File: config.mk
export PLATFORM = sky130hd
export DESIGN_NAME = crossbar_arbiter
export DESIGN_NICKNAME = d
export VERILOG_FILES = /design/src/rtl/crossbar_pkg.sv /design/src/rtl/crossbar_rr_pick.sv /design/src/rtl/crossbar_arbiter.sv
export SDC_FILE = /design/constraint.sdc
export NUM_CORES = 1
export LEC_CHECK = 0
export ABC_AREA = 1
export CAP_MARGIN = 40
export CORE_ASPECT_RATIO = 1.1
export CORE_UTILIZATION = 56
export DETAILED_ROUTE_END_ITERATION = 6
export PLACE_DENSITY = 0.94
export SLEW_MARGIN = 20
export SYNTH_ARGS = -nofsm -noshare
export SYNTH_HDL_FRONTEND = slang
export SYNTH_SLANG_ARGS = --single-unit
File: constraint.sdc
create_clock -name clk -period 4.4 [get_ports clk]
set_input_delay 0.88 -clock clk [delete_from_list [all_inputs] [get_ports clk]]
set_output_delay 0.88 -clock clk [all_outputs]
set_load 0.05 [all_outputs]
File: src/rtl/crossbar_pkg.sv
// crossbar_pkg: shared constants, arbiter state encoding and
// one-hot/index helpers for the 16-port crossbar.
package crossbar_pkg;

    localparam int CROSSBAR_PORTS = 16;
    localparam int CROSSBAR_ID_W  = 4;

    typedef enum logic {
        S_IDLE = 1'b0,
        S_BUSY = 1'b1
    } arb_state_e;

    // Port index -> one-hot port vector.
    function automatic logic [CROSSBAR_PORTS-1:0] idx2onehot(input logic [CROSSBAR_ID_W-1:0] idx);
        return CROSSBAR_PORTS'(1) << idx;
    endfunction

    // One-hot port vector -> port index (zero vector maps to 0).
    function automatic logic [CROSSBAR_ID_W-1:0] onehot2idx(input logic [CROSSBAR_PORTS-1:0] oh);
        logic [CROSSBAR_ID_W-1:0] idx;
        idx = '0;
        for (int i = 0; i < CROSSBAR_PORTS; i++) begin
            if (oh[i]) idx = idx | CROSSBAR_ID_W'(i);
        end
        return idx;
    endfunction

endpackage

File: src/rtl/crossbar_rr_pick.sv
// crossbar_rr_pick: combinational round-robin pick. Rotates the request
// vector so the pointer lands on bit 0, priority-encodes the lowest set
// bit, then rotates the result back into absolute port numbering.
module crossbar_rr_pick
    import crossbar_pkg::*;
(
    input  logic [CROSSBAR_PORTS-1:0] i_req,
    input  logic [CROSSBAR_ID_W-1:0]  i_ptr,
    output logic                      o_found,
    output logic [CROSSBAR_ID_W-1:0]  o_idx,
    output logic [CROSSBAR_PORTS-1:0] o_onehot
);

    logic [CROSSBAR_PORTS-1:0] w_rot;
    logic [CROSSBAR_ID_W-1:0]  w_off;

    // Rotate, find the first requester at or above the pointer, map back.
    always_comb begin
        w_rot    = (i_req >> i_ptr) | (i_req << (5'd16 - {1'b0, i_ptr}));
        w_off    = '0;
        for (int i = CROSSBAR_PORTS-1; i >= 0; i--) begin
            if (w_rot[i]) w_off = CROSSBAR_ID_W'(i);
        end
        o_found  = |i_req;
        o_idx    = i_ptr + w_off;
        o_onehot = o_found ? idx2onehot(o_idx) : '0;
    end

endmodule

File: src/rtl/crossbar_arbiter.sv
// crossbar_arbiter: round-robin ownership arbiter for the 16-port crossbar.
// One owner at a time; ownership is held until the owner drops its request,
// then the pointer moves past it. Every output is registered.
// Optional feature macro CROSSBAR_ARB_TIMEOUT_EN: bounds ownership to
// MAX_HOLD cycles, pulses timeout on a forced release and blocks the
// revoked port until it drops its request.
module crossbar_arbiter
    import crossbar_pkg::*;
#(
    parameter int NUM_PORTS = CROSSBAR_PORTS,
    parameter int MAX_HOLD  = 256
) (
    input  logic                     clk,
    input  logic                     rst_n,
    input  logic [NUM_PORTS-1:0]     request,
    output logic [NUM_PORTS-1:0]     grant,
    output logic [CROSSBAR_ID_W-1:0] owner,
    output logic                     busy,
    output logic                     set_owner,
    output logic                     clr_owner,
    output logic                     timeout
);

    if (NUM_PORTS != CROSSBAR_PORTS) begin : g_bad_ports
        $error("crossbar_arbiter supports exactly 16 ports");
    end
    if (MAX_HOLD < 2) begin : g_bad_hold
        $error("crossbar_arbiter MAX_HOLD must be at least 2");
    end

    arb_state_e               r_state, w_state_nxt;
    logic [NUM_PORTS-1:0]     r_grant, w_grant_nxt;
    logic [CROSSBAR_ID_W-1:0] r_owner, w_owner_nxt;
    logic [CROSSBAR_ID_W-1:0] r_ptr,   w_ptr_nxt;
    logic                     r_busy,  w_busy_nxt;
    logic                     r_set,   w_set_nxt;
    logic                     r_clr,   w_clr_nxt;

    logic [NUM_PORTS-1:0]     w_mask;
    logic [NUM_PORTS-1:0]     w_elig;
    logic                     w_found;
    logic [CROSSBAR_ID_W-1:0] w_pick_idx;
    logic [NUM_PORTS-1:0]     w_pick_oh;
    logic                     w_expire;

`ifdef CROSSBAR_ARB_TIMEOUT_EN
    localparam int HOLD_W = $clog2(MAX_HOLD + 1);

    logic [HOLD_W-1:0]    r_hold;
    logic [NUM_PORTS-1:0] r_mask;
    logic                 r_timeout;

    // A voluntary drop wins over expiry, so expiry requires the request high.
    assign w_expire = (r_state == S_BUSY) && request[r_owner] &&
                      (r_hold == HOLD_W'(MAX_HOLD - 1));
    assign w_mask   = r_mask;
    assign timeout  = r_timeout;

    // Hold counter (zero while idle), block mask and timeout pulse.
    always_ff @(posedge clk or negedge rst_n) begin
        if (!rst_n) begin
            r_hold    <= '0;
            r_mask    <= '0;
            r_timeout <= 1'b0;
        end else begin
            r_hold    <= (r_state == S_BUSY && !w_expire) ? r_hold + 1'b1 : '0;
            r_mask    <= (r_mask & request) | ({NUM_PORTS{w_expire}} & r_grant);
            r_timeout <= w_expire;
        end
    end
`else
    assign w_expire = 1'b0;
    assign w_mask   = '0;
    assign timeout  = 1'b0;
`endif

    assign w_elig = request & ~w_mask;

    crossbar_rr_pick u_pick (
        .i_req    (w_elig),
        .i_ptr    (r_ptr),
        .o_found  (w_found),
        .o_idx    (w_pick_idx),
        .o_onehot (w_pick_oh)
    );

    // Next-state and registered-output decode.
    always_comb begin
        w_state_nxt = r_state;
        w_grant_nxt = r_grant;
        w_owner_nxt = r_owner;
        w_ptr_nxt   = r_ptr;
        w_busy_nxt  = r_busy;
        w_set_nxt   = 1'b0;
        w_clr_nxt   = 1'b0;
        case (r_state)
            S_IDLE: begin
                if (w_found) begin
                    w_state_nxt = S_BUSY;
                    w_grant_nxt = w_pick_oh;
                    w_owner_nxt = w_pick_idx;
                    w_busy_nxt  = 1'b1;
                    w_set_nxt   = 1'b1;
                end
            end
            S_BUSY: begin
                if (!request[r_owner] || w_expire) begin
                    w_state_nxt = S_IDLE;
                    w_grant_nxt = '0;
                    w_owner_nxt = '0;
                    w_busy_nxt  = 1'b0;
                    w_clr_nxt   = 1'b1;
                    w_ptr_nxt   = r_owner + 1'b1;
                end
            end
            default: w_state_nxt = S_IDLE;
        endcase
    end

    // State and output registers.
    always_ff @(posedge clk or negedge rst_n) begin
        if (!rst_n) begin
            r_state <= S_IDLE;
            r_grant <= '0;
            r_owner <= '0;
            r_ptr   <= '0;
            r_busy  <= 1'b0;
            r_set   <= 1'b0;
            r_clr   <= 1'b0;
        end else begin
            r_state <= w_state_nxt;
            r_grant <= w_grant_nxt;
            r_owner <= w_owner_nxt;
            r_ptr   <= w_ptr_nxt;
            r_busy  <= w_busy_nxt;
            r_set   <= w_set_nxt;
            r_clr   <= w_clr_nxt;
        end
    end

    assign grant     = r_grant;
    assign owner     = r_owner;
    assign busy      = r_busy;
    assign set_owner = r_set;
    assign clr_owner = r_clr;

endmodule

==> impl_metrics.py, run 1 <==
metrics = {
    "run_status": {
        "status": "complete, no violations",
    },
    "routing": {
        "drtIter0Drc": 375,
        "dr.pass1.iters": 5,
        "num_vias": 3606,
        "avgRoutedWirePerCell_microns": 17.2,
        "via_per_inst": 6.24,
        "detail-route-antenna-nets": 0,
        "drc_errors": 0,
        "wl_mm": 9.95,
    },
    "worst_setup_path": {
        "crit_family": "simple AND/OR/NAND/NOR gates",
        "worst_setup_path_end_kind": "flip-flop",
        "cp_max_fo": 4,
        "worstPathRequired_ns": 4.61,
        "critPathMaxStageDelay_ns": 0.48,
        "start_kind": "input pin",
        "path_class": "in2reg",
        "cp_common_cell": "nand2_1",
        "crit_slowest_cell": "clkdlybuf4s50_1",
        "arrival_ns": 4.40,
        "crit_buf_inv": 5,
    },
    "worst_hold_path": {
        "hp-class": "reg2reg",
    },
    "timing": {
        "setup_viol": 0,
        "finClkSkew_ns": 0.00921,
        "fmax_ghz": 0.239,
        "tightest_slew_ns": 0.524,
        "tns_ns": 0,
        "finalMaxSlewViolations": 0,
        "hold_viol": 0,
        "fin_crit_sh": 0.951,
        "finalCriticalPeriod_ns": 4.18,
        "slew_headroom": 0.650,
    },
    "layout": {
        "n_antenna_cell": 0,
        "finish.utilization": 0.707,
        "layout_commonest_cell": "nand2_1",
        "fin_area_sq_um": 3560,
        "final_net_count": 545,
        "final_cell_mix": "nand2_1, nand3_1, inv_1, clkdlybuf4s50_1, dfrtp_1",
        "drive_above_1_share": 0.140,
        "syn_to_final_growth_pct": 20.4,
    },
    "yosys": {
        "synth_fa_ha_area_frac": 0.0279,
        "ys_seq_area_frac": 0.237,
        "ys_seq_elements": 28,
        "synth_top_family_by_area": "simple AND/OR/NAND/NOR gates",
        "ys_warn_count": 0,
        "async_flop_share": 1.00,
        "synth.area.top_cells": "dfrtp_1, nand2_1, nand3_1, inv_1, nor2_1",
        "synth_area_per_cell_sq_um": 6.14,
        "synthXorXnorAreaFrac": 0.0119,
        "synth-simple-area-share": 0.461,
        "synth_edf_count": 0,
        "synthMuxAreaShare": 0.00339,
        "netlist_instances": 481,
        "netlist_area_sq_um": 2960,
        "synth_flop_cell": "dfrtp_1",
        "syn-num-nets": 505,
        "yosysTopAreaCellShare": 0.237,
        "synth_compound_area_frac": 0.154,
        "yosys.area.top_type": "dfrtp_1",
        "synth_cell_types": 42,
    },
    "placed_design": {
        "hpwl_mm": 7.53,
        "post_dp_cell_area_sq_um": 3380,
        "port_buffers": 40,
        "place_congestion": 1.01,
    },
    "clocking": {
        "cts.path.max_buffers": 2,
        "hold_buffers": 0,
        "cts.htree.levels": 1,
        "cts_root_buf": "clkbuf_8",
        "clock-sinks": 28,
        "path_clk_slew_ns": 0.09,
        "cts_tree": "yes",
        "cts_buffers": 3,
        "clk-insertion-delay-late_ns": 0.29,
    },
    "run": {
        "maxCapViolCount": 0,
    },
    "global_routing": {
        "grt_start_max_net_pins": 29,
        "grt_pass1_vias": 3348,
        "overflow": 0,
        "grt_pass1_wl_mm": 15.7,
        "antenna_found_initial": 0,
        "track_usage": 0.362,
    },
    "floorplan": {
        "core_area_sq_um": 5030,
        "io_pins": 42,
        "rows": 27,
        "dieArea_sq_um": 5570,
        "die_x_microns": 71.3,
        "die_h_microns": 78.2,
        "start_util": 0.587,
    },
}
-- metrics by stage --
step                      setup WS, ns  hold slack [ns]  std cells
final                            0.216            0.497        578
after global routing            -0.149            0.527        578
after CTS                        0.165            0.490        575
after detailed placement       -0.0698            0.465        571
after global placement          0.0947            0.466        571
after floorplan                  0.510            0.502        481
-- synth_stat cells (2+ instances only) --
library cell	count
a21oi_1	12
a31oi_1	4
and2_1	2
buf_2	9
buf_4	4
buf_6	3
clkbuf_1	2
clkinv_1	2
dfrtp_1	28
ha_1	5
inv_1	36
inv_2	4
nand2_1	168
nand2_2	8
nand2_4	6
nand3_1	63
nand4_1	6
nor2_1	26
nor2_2	5
nor3_1	11
nor4_1	4
o211ai_1	5
o21ai_0	19
o21ai_1	15
o21ai_2	10
o22ai_1	6
xor2_1	3
-- what timing repair did --
| action | in CTS | in global routing |
|---|---|---|
| buffers inserted | 0 | 2 |
| resized for setup | 0 | 30 |
| endpoints found under the setup margin | 0 | 19 |
-- per-layer routing --
| layer | GRT usage | vias up | part of all wire |
|---|---|---|---|
| li1 | - | 1677 | - |
| met1 | 0.440 | 1615 | 0.39 |
| met2 | 0.627 | 255 | 0.48 |
| met3 | 0.0231 | 59 | 0.079 |
| met4 | 0.216 | 0 | 0.057 |
| met5 | 0 | - | 0 |
-- worst reg2reg max path: cells and delay by family (launching register included) --
family | cells | cell delay, ns
compound gates | 2 | 0.31
xor+xnor | 1 | 0.27
buf+inv | 6 | 0.87
simple gates | 18 | 1.26
fa+ha+maj | 3 | 0.80
flops | 1 | 0.43
-- cell families after synthesis --
| kind of cell | count (synthesis) |
|---|---|
| muxes | 1 |
| other | 1 |
| buffers and inverters | 63 |
| DFF | 28 |
| xor gates and xnor gates | 4 |
| AOI/OAI and AO/OA | 75 |
| and+or+nand+nor | 303 |
| adders and majority gates | 6 |
-- sequential cells by signal, indices dropped and copies added, names as in the netlist --
| signal | count |
|---|---|
| grant | 16 |
| clr_owner | 1 |
| r_state | 1 |
| owner | 4 |
| r_ptr | 4 |
| set_owner | 1 |
| busy | 1 |
-- cell type report --
type	instances	area, sq um
repair inverters	1	7.51
fillers	395	1480
clock buffers	3	41.3
inverters	43	173
clock inverters	1	30.0
flip-flops and latches	28	701
multi-input cells	390	2010
repair buffers	54	528
well taps	58	72.6
-- final timing paths --
check	cells after the start	slack, ns	to	from
setup / recovery	30	0.22	grant[11]	request[14]
setup reg to reg	30	0.39	grant[11]	r_ptr[0]
min in group asynchronous	2	0.95	grant[8]	rst_n
hold reg to reg	2	0.50	busy	busy
max in group asynchronous	2	3.18	owner[2]	rst_n
hold / removal	2	0.50	busy	busy
Power of run 1 is left out: the tool's default activity adds up to more than one toggle a clock period on the data nets, which glitch-free logic cannot reach.
==> inputs of run 2 (changes only) <==
--- a/config.mk
+++ b/config.mk
@@ -8,9 +8,9 @@
 export ABC_AREA = 1
 export CAP_MARGIN = 40
 export CORE_ASPECT_RATIO = 1.1
-export CORE_UTILIZATION = 56
+export CORE_UTILIZATION = 25
 export DETAILED_ROUTE_END_ITERATION = 6
-export PLACE_DENSITY = 0.94
+export PLACE_DENSITY = 0.55
 export SLEW_MARGIN = 20
 export SYNTH_ARGS = -nofsm -noshare
 export SYNTH_HDL_FRONTEND = slang
==> run 2 against run 1 <==
Against the previous run: die area up 120%; clock-buffer cell count unchanged; sequential share of layout area down 0.89 points; final area is 4.7% higher; non-clock buffer count grew 8; first-iteration DRC count decreased by 39%; global-route usage down 19 points; clock skew down 0.0070 ns; utilization is 38 points lower.
==> impl_metrics.py, run 2 (synthesized netlist as in run 1, its figures left out) <==
metrics = {
    "run_status": {
        "status": "complete, no violations",
    },
    "routing": {
        "via_per_inst": 4.94,
        "detail-route-antenna-nets": 0,
        "drtIter0Drc": 230,
        "num_vias": 3340,
        "dr.pass1.iters": 5,
        "avgRoutedWirePerCell_microns": 14.5,
        "drc_errors": 0,
        "wl_mm": 9.83,
    },
    "global_routing": {
        "grt_start_max_net_pins": 29,
        "grt_pass1_wl_mm": 16.6,
        "antenna_found_initial": 0,
        "grt_pass1_vias": 3347,
        "overflow": 0,
        "track_usage": 0.168,
    },
    "timing": {
        "fmax_ghz": 0.254,
        "slew_headroom": 0.652,
        "fin_crit_sh": 0.896,
        "setup_viol": 0,
        "finalCriticalPeriod_ns": 3.94,
        "finClkSkew_ns": 0.00218,
        "finalMaxSlewViolations": 0,
        "tightest_slew_ns": 0.521,
        "hold_viol": 0,
        "rsz0062_at_grt": "no",
        "tns_ns": 0,
    },
    "worst_hold_path": {
        "min_to": "busy",
        "hp-class": "reg2reg",
        "min_from": "busy",
        "hold_depth": 2,
    },
    "clocking": {
        "post-cts-setup-buffer-count": 0,
        "cts_buffers": 3,
        "clk-insertion-delay-late_ns": 0.26,
        "cts_tree": "yes",
        "path_clk_slew_ns": 0.06,
        "cts.path.max_buffers": 2,
        "cts.htree.levels": 1,
        "clock-sinks": 28,
        "cts_root_buf": "clkbuf_16",
    },
    "floorplan": {
        "io_pins": 42,
        "start_util": 0.257,
        "core_area_sq_um": 11500,
        "rows": 41,
        "dieArea_sq_um": 12300,
        "die_h_microns": 116,
        "die_x_microns": 106,
    },
    "worst_setup_path": {
        "crit_slowest_cell": "clkdlybuf4s50_1",
        "cp_common_cell": "nand2_1",
        "cp_max_fo": 4,
        "reg2regPathDepth": 30,
        "worstPathRequired_ns": 4.58,
        "reg2reg_to": "grant[2]",
        "crit_family": "simple AND/OR/NAND/NOR gates",
        "worst_setup_path_end_kind": "flip-flop",
        "timing.rr.start": "r_ptr[0]",
        "critPathMaxStageDelay_ns": 0.57,
        "r2r_slack_ns": 0.58,
        "start_kind": "input pin",
        "path_class": "in2reg",
        "crit_buf_inv": 4,
        "arrival_ns": 4.12,
    },
    "layout": {
        "syn_to_final_growth_pct": 26.1,
        "multiInputGateArea_sq_um": 2000,
        "n_antenna_cell": 0,
        "nFillCells": 1288,
        "final_net_count": 552,
        "register_area_sq_um": 701,
        "layout_commonest_cell": "nand2_1",
        "final_cell_mix": "nand2_1, nand3_1, inv_1, dfrtp_1, clkdlybuf4s50_1",
        "largest_register_ffs": 16,
        "drive_above_1_share": 0.146,
        "stdcell_count": 676,
    },
    "placed_design": {
        "hpwl_mm": 7.87,
        "place_congestion": 0.922,
        "dp_cells": 673,
        "port_buffers": 40,
    },
    "run": {
        "maxCapViolCount": 0,
    },
}
==> run 2: changes by cell type in the layout (fill, tap and decap cells not counted), moves of 3 or more <==
cell             change
clkbuf_8             -3
dlymetal6s2s_1       +3
clkbuf_16            +3
clkdlybuf4s50_1      -3
buf_4                +8
==> run 2: through the flow <==
stage	hold slack [ns]	worst slack [ns]	utilization	cell area (sq um)
floorplan	0.502	0.510	-	2960
global route	0.503	0.0323	0.324	3730
global placement	0.466	0.0328	0.311	3570
finish	0.478	0.457	0.324	3730
detailed placement	0.465	0.0361	0.311	3570
CTS	0.484	0.275	0.317	3640
==> run 2: worst max path at each step <==
stage                           start        end  slack [ns]  cells after the start
after floorplan              r_ptr[1]  grant[11]        0.51                     32
after global placement    request[13]  grant[14]        0.03                     28
after detailed placement  request[14]   grant[1]        0.04                     29
after CTS                 request[13]  grant[14]        0.28                     28
after global routing      request[11]  grant[13]        0.03                     27
final                     request[11]  grant[14]        0.46                     27
==> run 2: per-layer routing <==
layer / track usage / wire length (microns) / vias up
li1: - / - / 1685
met1: 0.215 / 4420 / 1539
met2: 0.295 / 4680 / 90
met3: 0.00619 / 327 / 26
met4: 0.0815 / 411 / 0
met5: 0 / 0 / -
==> run 2: final cells by class <==
type	instances	share of cell area
multi-input combinational	390	0.536
clock buffer	3	0.0201
sequential	28	0.188
tap	150	0.0504
timing repair buffer	62	0.160
inverter	43	0.0457
==> run 2: tightest hold or removal path: stages (launching register included) <==
cell	delay, ns
dfrtp_1	0.35
nand2_1	0.05
nand2_1	0.05
==> run 2: repair_timing <==
action                                 CTS  global route
setup endpoints to repair                0            16
resized for setup                        0            27
endpoints found under the hold margin    0             0
hold buffers                             0             0
Power of run 2 is left out for the same reason.
==> inputs of run 3 (changes only) <==
--- a/config.mk
+++ b/config.mk
@@ -11,6 +11,7 @@
 export CORE_UTILIZATION = 25
 export DETAILED_ROUTE_END_ITERATION = 6
 export PLACE_DENSITY = 0.55
+export REMOVE_ABC_BUFFERS = 1
 export SLEW_MARGIN = 20
 export SYNTH_ARGS = -nofsm -noshare
 export SYNTH_HDL_FRONTEND = slang
==> constraint.sdc (replaced) <==
create_clock -name clk -period 4.8 [get_ports clk]
set_input_delay 0.96 -clock clk [delete_from_list [all_inputs] [get_ports clk]]
set_output_delay 0.96 -clock clk [all_outputs]
set_load 0.05 [all_outputs]
==> run 3 against run 2 <==
Against the previous run: highest routed layer unchanged; register-to-register slack better by 0.08 ns; global-route usage fell by 0.60 points; non-clock buffer count is 8 lower; worst hold slack worse by 0.0081 ns; clock skew is essentially flat; final area shrank 3.3%; critical path type unchanged; first-iteration DRC count down 1.7%; cell count decreased by 1.0%.
==> impl_metrics.py, run 3 (synthesized netlist as in run 1, its figures left out) <==
metrics = {
    "run_status": {
        "status": "complete, no violations",
    },
    "timing": {
        "finalMaxSlewViolations": 0,
        "finalCriticalPeriod_ns": 4.35,
        "fin_crit_sh": 0.906,
        "tns_ns": 0,
        "fmax_ghz": 0.230,
        "hold_viol": 0,
        "rsz0062_at_grt": "no",
        "setup_viol": 0,
        "slew_headroom": 0.647,
        "finClkSkew_ns": 0.00266,
        "tightest_slew_ns": 0.528,
    },
    "floorplan": {
        "core_area_sq_um": 11500,
        "io_pins": 42,
        "start_util": 0.257,
        "rows": 41,
        "die_h_microns": 116,
        "dieArea_sq_um": 12300,
        "die_x_microns": 106,
    },
    "routing": {
        "avgRoutedWirePerCell_microns": 14.2,
        "detail-route-antenna-nets": 0,
        "drc_errors": 0,
        "dr.pass1.iters": 5,
        "num_vias": 3354,
        "wl_mm": 9.52,
        "via_per_inst": 5.01,
        "drtIter0Drc": 226,
    },
    "placed_design": {
        "place_congestion": 0.918,
        "port_buffers": 40,
        "hpwl_mm": 7.54,
    },
    "worst_setup_path": {
        "cp_max_fo": 6,
        "arrival_ns": 4.55,
        "path_class": "in2reg",
        "worstPathRequired_ns": 5.00,
        "worst_setup_path_end_kind": "flip-flop",
        "start_kind": "input pin",
    },
    "layout": {
        "layout_commonest_cell": "nand2_1",
        "syn_to_final_growth_pct": 21.9,
        "register_area_sq_um": 701,
        "drive_above_1_share": 0.112,
        "n_antenna_cell": 0,
        "final_cell_mix": "nand2_1, nand3_1, clkdlybuf4s50_1, inv_1, dfrtp_1",
        "final_net_count": 544,
        "nFillCells": 1281,
        "largest_register_ffs": 16,
        "multiInputGateArea_sq_um": 1950,
    },
    "clocking": {
        "cts.htree.levels": 1,
        "cts.path.max_buffers": 2,
        "cts_tree": "yes",
        "cts_buffers": 3,
        "clock-sinks": 28,
        "cts_root_buf": "clkbuf_16",
        "path_clk_slew_ns": 0.06,
        "clk-insertion-delay-late_ns": 0.26,
        "hold_buffers": 0,
    },
    "global_routing": {
        "grt_pass1_wl_mm": 16.2,
        "overflow": 0,
        "track_usage": 0.162,
        "grt_start_max_net_pins": 29,
        "grt_pass1_vias": 3302,
        "antenna_found_initial": 0,
    },
    "worst_hold_path": {
        "hp-class": "reg2reg",
    },
    "run": {
        "maxCapViolCount": 0,
    },
}
## run 3: cell types whose count changed in the layout (fill, tap and decap cells not counted), sizes merged
| cell | delta |
|---|---|
| buf | -8 |
| clkinvlp | -1 |
| dlymetal6s2s | -12 |
| clkbuf | +1 |
| clkdlybuf4s50 | +12 |
| inv | +1 |
## run 3: stage by stage
stage	utilization	hold slack [ns]	cell area, sq um	std cells	worst slack, ns
after floorplan	-	0.502	2820	461	0.606
after global placement	0.305	0.458	3510	665	0.231
after detailed placement	0.305	0.461	3510	665	0.209
after CTS	0.313	0.477	3600	669	0.478
after global routing	0.313	0.513	3600	669	0.00710
final	0.313	0.470	3600	669	0.449
## run 3: timing repair
| action | in CTS | in global routing |
|---|---|---|
| endpoints found under the setup margin | 0 | 1 |
| buffers inserted | 0 | 0 |
| gates resized for setup | 0 | 1 |
## run 3: worst paths after layout
check / start / to / slack, ns / cells past startpoint
setup / recovery: request[6] / grant[0] / 0.45 / 28
hold reg to reg: busy / busy / 0.47 / 2
max in group asynchronous: rst_n / r_ptr[3] / 3.46 / 2
setup reg to reg: r_ptr[0] / grant[0] / 0.66 / 28
hold / removal: busy / busy / 0.47 / 2
min in group asynchronous: rst_n / grant[8] / 1.07 / 2
## run 3: area by class of cell
cell class / count / share of cell area
well taps: 150 / 0.0521
flip-flops and latches: 28 / 0.195
clock buffers: 4 / 0.0247
multi-input cells: 390 / 0.542
inverters: 43 / 0.0462
repair buffers: 54 / 0.140
## run 3: layer usage
metal,global-route usage,up-vias,routed length (microns)
li1,-,1663,-
met1,0.221,1528,4330
met2,0.271,140,4320
met3,0.0197,23,668
met4,0.0454,0,208
met5,0,-,0
## run 3: worst max-delay path, cell delays in order
cell and delay (ns):
clkdlybuf4s50_1 0.59, nand2_1 0.14, nand3_1 0.12, nand3_1 0.12, nand2_1 0.14, nand2_1 0.07
nand3_1 0.11, nand3_1 0.07, nand2_1 0.06, nand2_1 0.05, nand2_1 0.06, nand2_1 0.05
nand2_1 0.06, nand2_1 0.05, nand2_1 0.06, nand2_1 0.04, nand2_1 0.05, nand2_1 0.05
nand2_1 0.05, nand2_1 0.05, a21oi_1 0.14, ha_1 0.19, inv_1 0.05, fa_1 0.60
inv_1 0.13, nor3_1 0.32, nand3_1 0.13, nand2_1 0.07
Power of run 3 is left out for the same reason.
==> variant 1: new RTL, flow settings as in run 2 <==
Set the package constant `CROSSBAR_PORTS` to 32 (it was 16).
--- a/src/rtl/crossbar_pkg.sv
+++ b/src/rtl/crossbar_pkg.sv
@@ -4,3 +4,3 @@
 
-    localparam int CROSSBAR_PORTS = 16;
+    localparam int CROSSBAR_PORTS = 32;
     localparam int CROSSBAR_ID_W  = 4;
Ports: changed (resized grant and request); port bits go from 42 to 74. The function was not compared with the original's and may differ.
==> variant 1 against run 2 <==
The run now ends with negative setup slack left; design area rose by 110%; count of clock-buffer cells in the layout rose by 1; wire length rose by 110%; fmax fell by 14%; register-to-register slack got worse by 0.77 ns; global-route usage rose by 3.4 points; die area rose by 64%; sequential cell count did not move; cell count rose by 99%; setup slack got worse by 0.64 ns; hold slack improved by 0.0053 ns; synthesized area rose by 65%; critical path type is now flip-flop to flip-flop.
Power is left out: the tool's default activity adds up to more than one toggle a clock period on the data nets, which glitch-free logic cannot reach.
==> variant 1: results (changes against run 2) <==
grt_max_degree: 38  # +31%
max_stage_delay_ns: 0.62  # +0.05 ns
status: "complete, but fails checks"
synth_seq_area_share: 0.1433  # -0.09379
failed_checks: "negative setup slack"
setup_slack_ns: -0.1859  # -0.6428 ns
clk_pin_slew_ns: 0.07
grt_pass1_vias: 6374  # +90%
numPortBuffers: 56  # +40%
clk_latency_ns: 0.26  # about the same
yosysWarnings: 0  # unchanged
drt-initial-drc-count: 530  # +130%
viasPerCell: 5.065  # +2.5%
critical_path_arrival_ns: 4.76  # +0.64 ns
cts_tree: "done"
slowest_stage: "fa_2"
slew_headroom: 0.3818  # -0.2700
yosys-top-cells-count: "271 x nand2_1, 194 x nand3_1, 65 x o21ai_0"
synthArstFlopShare: 1.000  # unchanged
largest_reg_flops: 16  # unchanged
drive_gt1_frac: 0.3515  # +0.2052
drt_pre_antenna_iters: 5  # unchanged
clockBufferDepth: 2  # unchanged
synth.area.top_cells: "nand2_1 21%, nand3_1 20%, dfrtp_1 14%"
hp-class: "flip-flop to flip-flop"
syn_area_per_cell_um2: 5.556  # -9.6%
ys.flop_type: "dfrtp_1"
place_congestion: 0.9159  # -0.61%
fin_nets: 1139  # +110%
antenna_found_initial: 0  # unchanged
setup_viol: 19  # +19
cts_buffers: 3  # unchanged
dp_hpwl_um: 16090  # +100%
htree_levels: 1  # unchanged
grt_usage: 0.2023  # +0.03386
vias: 6812  # +100%
path_max_fanout: 6  # +2
skew_ns: 0.003502  # +0.001319 ns
dpl.cell_count: 1318  # +96%
synth_cell_type_count: 49  # +17%
diodes: 0  # unchanged
wl_per_cell_um: 15.54  # +6.8%
grt_pass1_wl_um: 32490  # +96%
## variant 1: layout make-up
cell class	instances	area (um^2)
Sequential cell	28	701.9
Fill cell	2085	11370
Tap cell	247	309.0
Inverter	66	294.0
Timing Repair Buffer	265	2246
Clock buffer	4	88.84
Timing Repair inverter	2	16.27
Multi-Input combinational cell	733	4143
## variant 1: final timing paths
kind / startpoint / to / slack (ns) / cells after the start
max: r_ptr[0] / grant[0] / -0.19 / 43
min: busy / busy / 0.48 / 2
max reg2reg: r_ptr[0] / grant[0] / -0.19 / 43
min reg2reg: busy / busy / 0.48 / 2
max in group asynchronous: rst_n / r_ptr[1] / 3.12 / 2
min in group asynchronous: rst_n / grant[13] / 0.99 / 2
## variant 1: timing repair
action                     4_1_cts  5_1_grt
setup buffers                    9        9
cloned                           0        5
pin swaps                       16        5
hold endpoints to repair         0        0
setup endpoints to repair       20       20
hold buffers                     0        0
resized for setup              130       63
## variant 1: worst max-delay path, delay by kind of cell, from the launching register on
| kind | cells | cell delay (ns) |
|---|---|---|
| buffers and inverters | 4 | 0.44 |
| adder cells (fa/ha/maj) | 3 | 1.21 |
| AO/OA/AOI/OAI | 3 | 0.43 |
| flip-flops | 1 | 0.42 |
| AND/OR/NAND/NOR | 33 | 1.99 |
## variant 1: through the flow
step	cell area, um^2	setup WS, ns	utilization	TNS (ns)
6_report	7799	-0.1859	0.4069	-2.139
5_1_grt	7799	-0.5881	0.4069	-9.992
4_1_cts	7390	-0.1029	0.3856	-0.5576
3_5_place_dp	6982	-0.7664	0.3643	-13.81
3_3_place_gp	6982	-0.7647	0.3643	-13.65
2_1_floorplan	5136	-0.1803	-	-2.595
## variant 1: cells by family (layout without fill, tap and decap cells)
family | Yosys count | in the layout | share of synthesized area
buffers and inverters | 136 | 337 | 0.1400
AO/OA/AOI/OAI | 150 | 150 | 0.1855
XOR/XNOR | 4 | 4 | 0.007166
adder cells (fa/ha/maj) | 6 | 6 | 0.01689
AND/OR/NAND/NOR | 552 | 553 | 0.5003
multiplexers | 3 | 3 | 0.006141
other | 1 | 17 | 0.0007669
flip-flops | 28 | 28 | 0.1433
## variant 1: per-layer routing
metal	GRT usage	wire, um
met2	0.3513	9937
met4	0.07978	857
met5	0	0
met3	0.01159	913
met1	0.2599	9188
==> variant 2: new RTL, config.mk and constraints of run 2 <==
Made on the original files. The option `CROSSBAR_ARB_TIMEOUT_EN` is turned on by a define.
--- a/src/rtl/crossbar_arbiter.sv
+++ b/src/rtl/crossbar_arbiter.sv
@@ -6,2 +6,4 @@
 // revoked port until it drops its request.
+`define CROSSBAR_ARB_TIMEOUT_EN
+
 module crossbar_arbiter
Formal check against the unedited RTL: no difference found for any inputs over 4 cycles, from zero or initial values and one cycle with rst_n low; that may be too few to reach the edited logic, so the function may still have changed.
==> variant 2 against run 2 <==
Register-to-register slack got worse by 0.20 ns; die area rose by 39%; synthesized area is 40% higher; fmax fell by 5.2%; global-route usage fell by 0.82 points; design area up 48%; setup slack lost 0.22 ns; sequential cell count grew 26; wire length is 37% higher.
Power is left out: the tool's default activity adds up to more than one toggle a clock period on the data nets, which glitch-free logic cannot reach.
==> variant 2: results (changes against run 2) <==
wl_met2_um: 6694  # +43%
min_from: "r_hold[0]"
grt_usage: 0.1602  # -0.008201
gr-usage-met3: 0.01290  # +0.006714
synth_cell_type_count: 47  # +12%
holdWs_ns: 0.4701  # -0.008380 ns
wl_met1_um: 5911  # +34%
max_stage_delay_ns: 0.48  # -0.09 ns
cp-startpoint: "request[6]"
yosys-top-cells-count: "156 x nand2_1, 83 x nand3_1, 70 x inv_1"
critical_path_arrival_ns: 4.38  # +0.26 ns
syn_area_per_cell_um2: 6.897  # +12%
numPortBuffers: 41  # +2.5%
place_congestion: 0.8852  # -3.9%
nFlopsAndLatches: 54  # +93%
grt_use_met1: 0.1941  # -0.02045
synth_seq_area_share: 0.3260  # +0.08890
route.met3.wl_um: 471  # +44%
sh_seq_area: 0.2443  # +0.05630
dp_hpwl_um: 10850  # +38%
clk_latency_ns: 0.30  # +0.04 ns
drive_gt1_frac: 0.2153  # +0.06891
grt_pass1_wl_um: 21510  # +30%
holdPathEnd: "r_hold[0]"
r2r_start: "r_ptr[0]"
min_period_ns: 4.160  # +0.2172 ns
vias: 4230  # +27%
filler_cell_count: 1758  # +36%
slew_headroom: 0.5377  # -0.1141
pre_cts_ws_ns: -0.1671  # -0.2031 ns
clkCellAreaFrac: 0.03054  # +0.01040
skew_ns: 0.006697  # +0.004514 ns
nMultiInputCombCells: 443  # +14%
synth_fa_ha_area_frac: 0.02596  # -0.001984
synth.area.mux_share: 0.002415  # -0.0009722
cts_buffers: 5  # +2
synth-xor-area-share: 0.02777  # +0.01592
n_all_buffers: 118  # +90%
grt_util_met2: 0.2946  # -0.0003574
stdcell_area_um2: 5530  # +48%
multi_input_area_share: 0.4385  # -0.09747
syn-num-nets: 627  # +24%
status: "completed"
instances_no_fill: 910  # +35%
whs_path_depth: 1  # -1
cp-endpoint: "grant[7]"
synth.area.top_cells: "dfrtp_1 33%, nand2_1 14%, nand3_1 10%"
antenna_found_initial: 0  # unchanged
dpl.cell_count: 899  # +34%
reg2reg_depth: 32  # +6.7%
synth-compound-area-share: 0.1618  # +0.007680
inv_count: 83  # +93%
place_area_um2: 5234  # +47%
drt_pre_antenna_iters: 5  # unchanged
grt_max_degree: 55  # +90%
r2r_slack_ns: 0.38  # -0.20 ns
netlist_area_um2: 4145  # +40%
-- variant 2: kinds of logic (layout without fill, tap and decap cells) --
| kind of cell | after synthesis | count (layout) |
|---|---|---|
| multiplexers | 1 | 1 |
| AO/OA/AOI/OAI | 109 | 109 |
| buffers and inverters | 104 | 209 |
| flip-flops | 54 | 54 |
| XOR/XNOR | 8 | 8 |
| AND/OR/NAND/NOR | 317 | 317 |
| adder cells (fa/ha/maj) | 8 | 8 |
-- variant 2: repair_timing --
item,CTS,global route
buffers inserted,0,3
setup endpoints to repair,0,17
gates resized for setup,0,32
-- variant 2: critical path, delay by kind of cell --
kind	cells	cell delay [ns]
AOI/OAI and AO/OA	2	0.31
adders and majority gates	2	0.62
xor gates and xnor gates	1	0.20
buffers and inverters	4	0.77
and+or+nand+nor	22	1.60
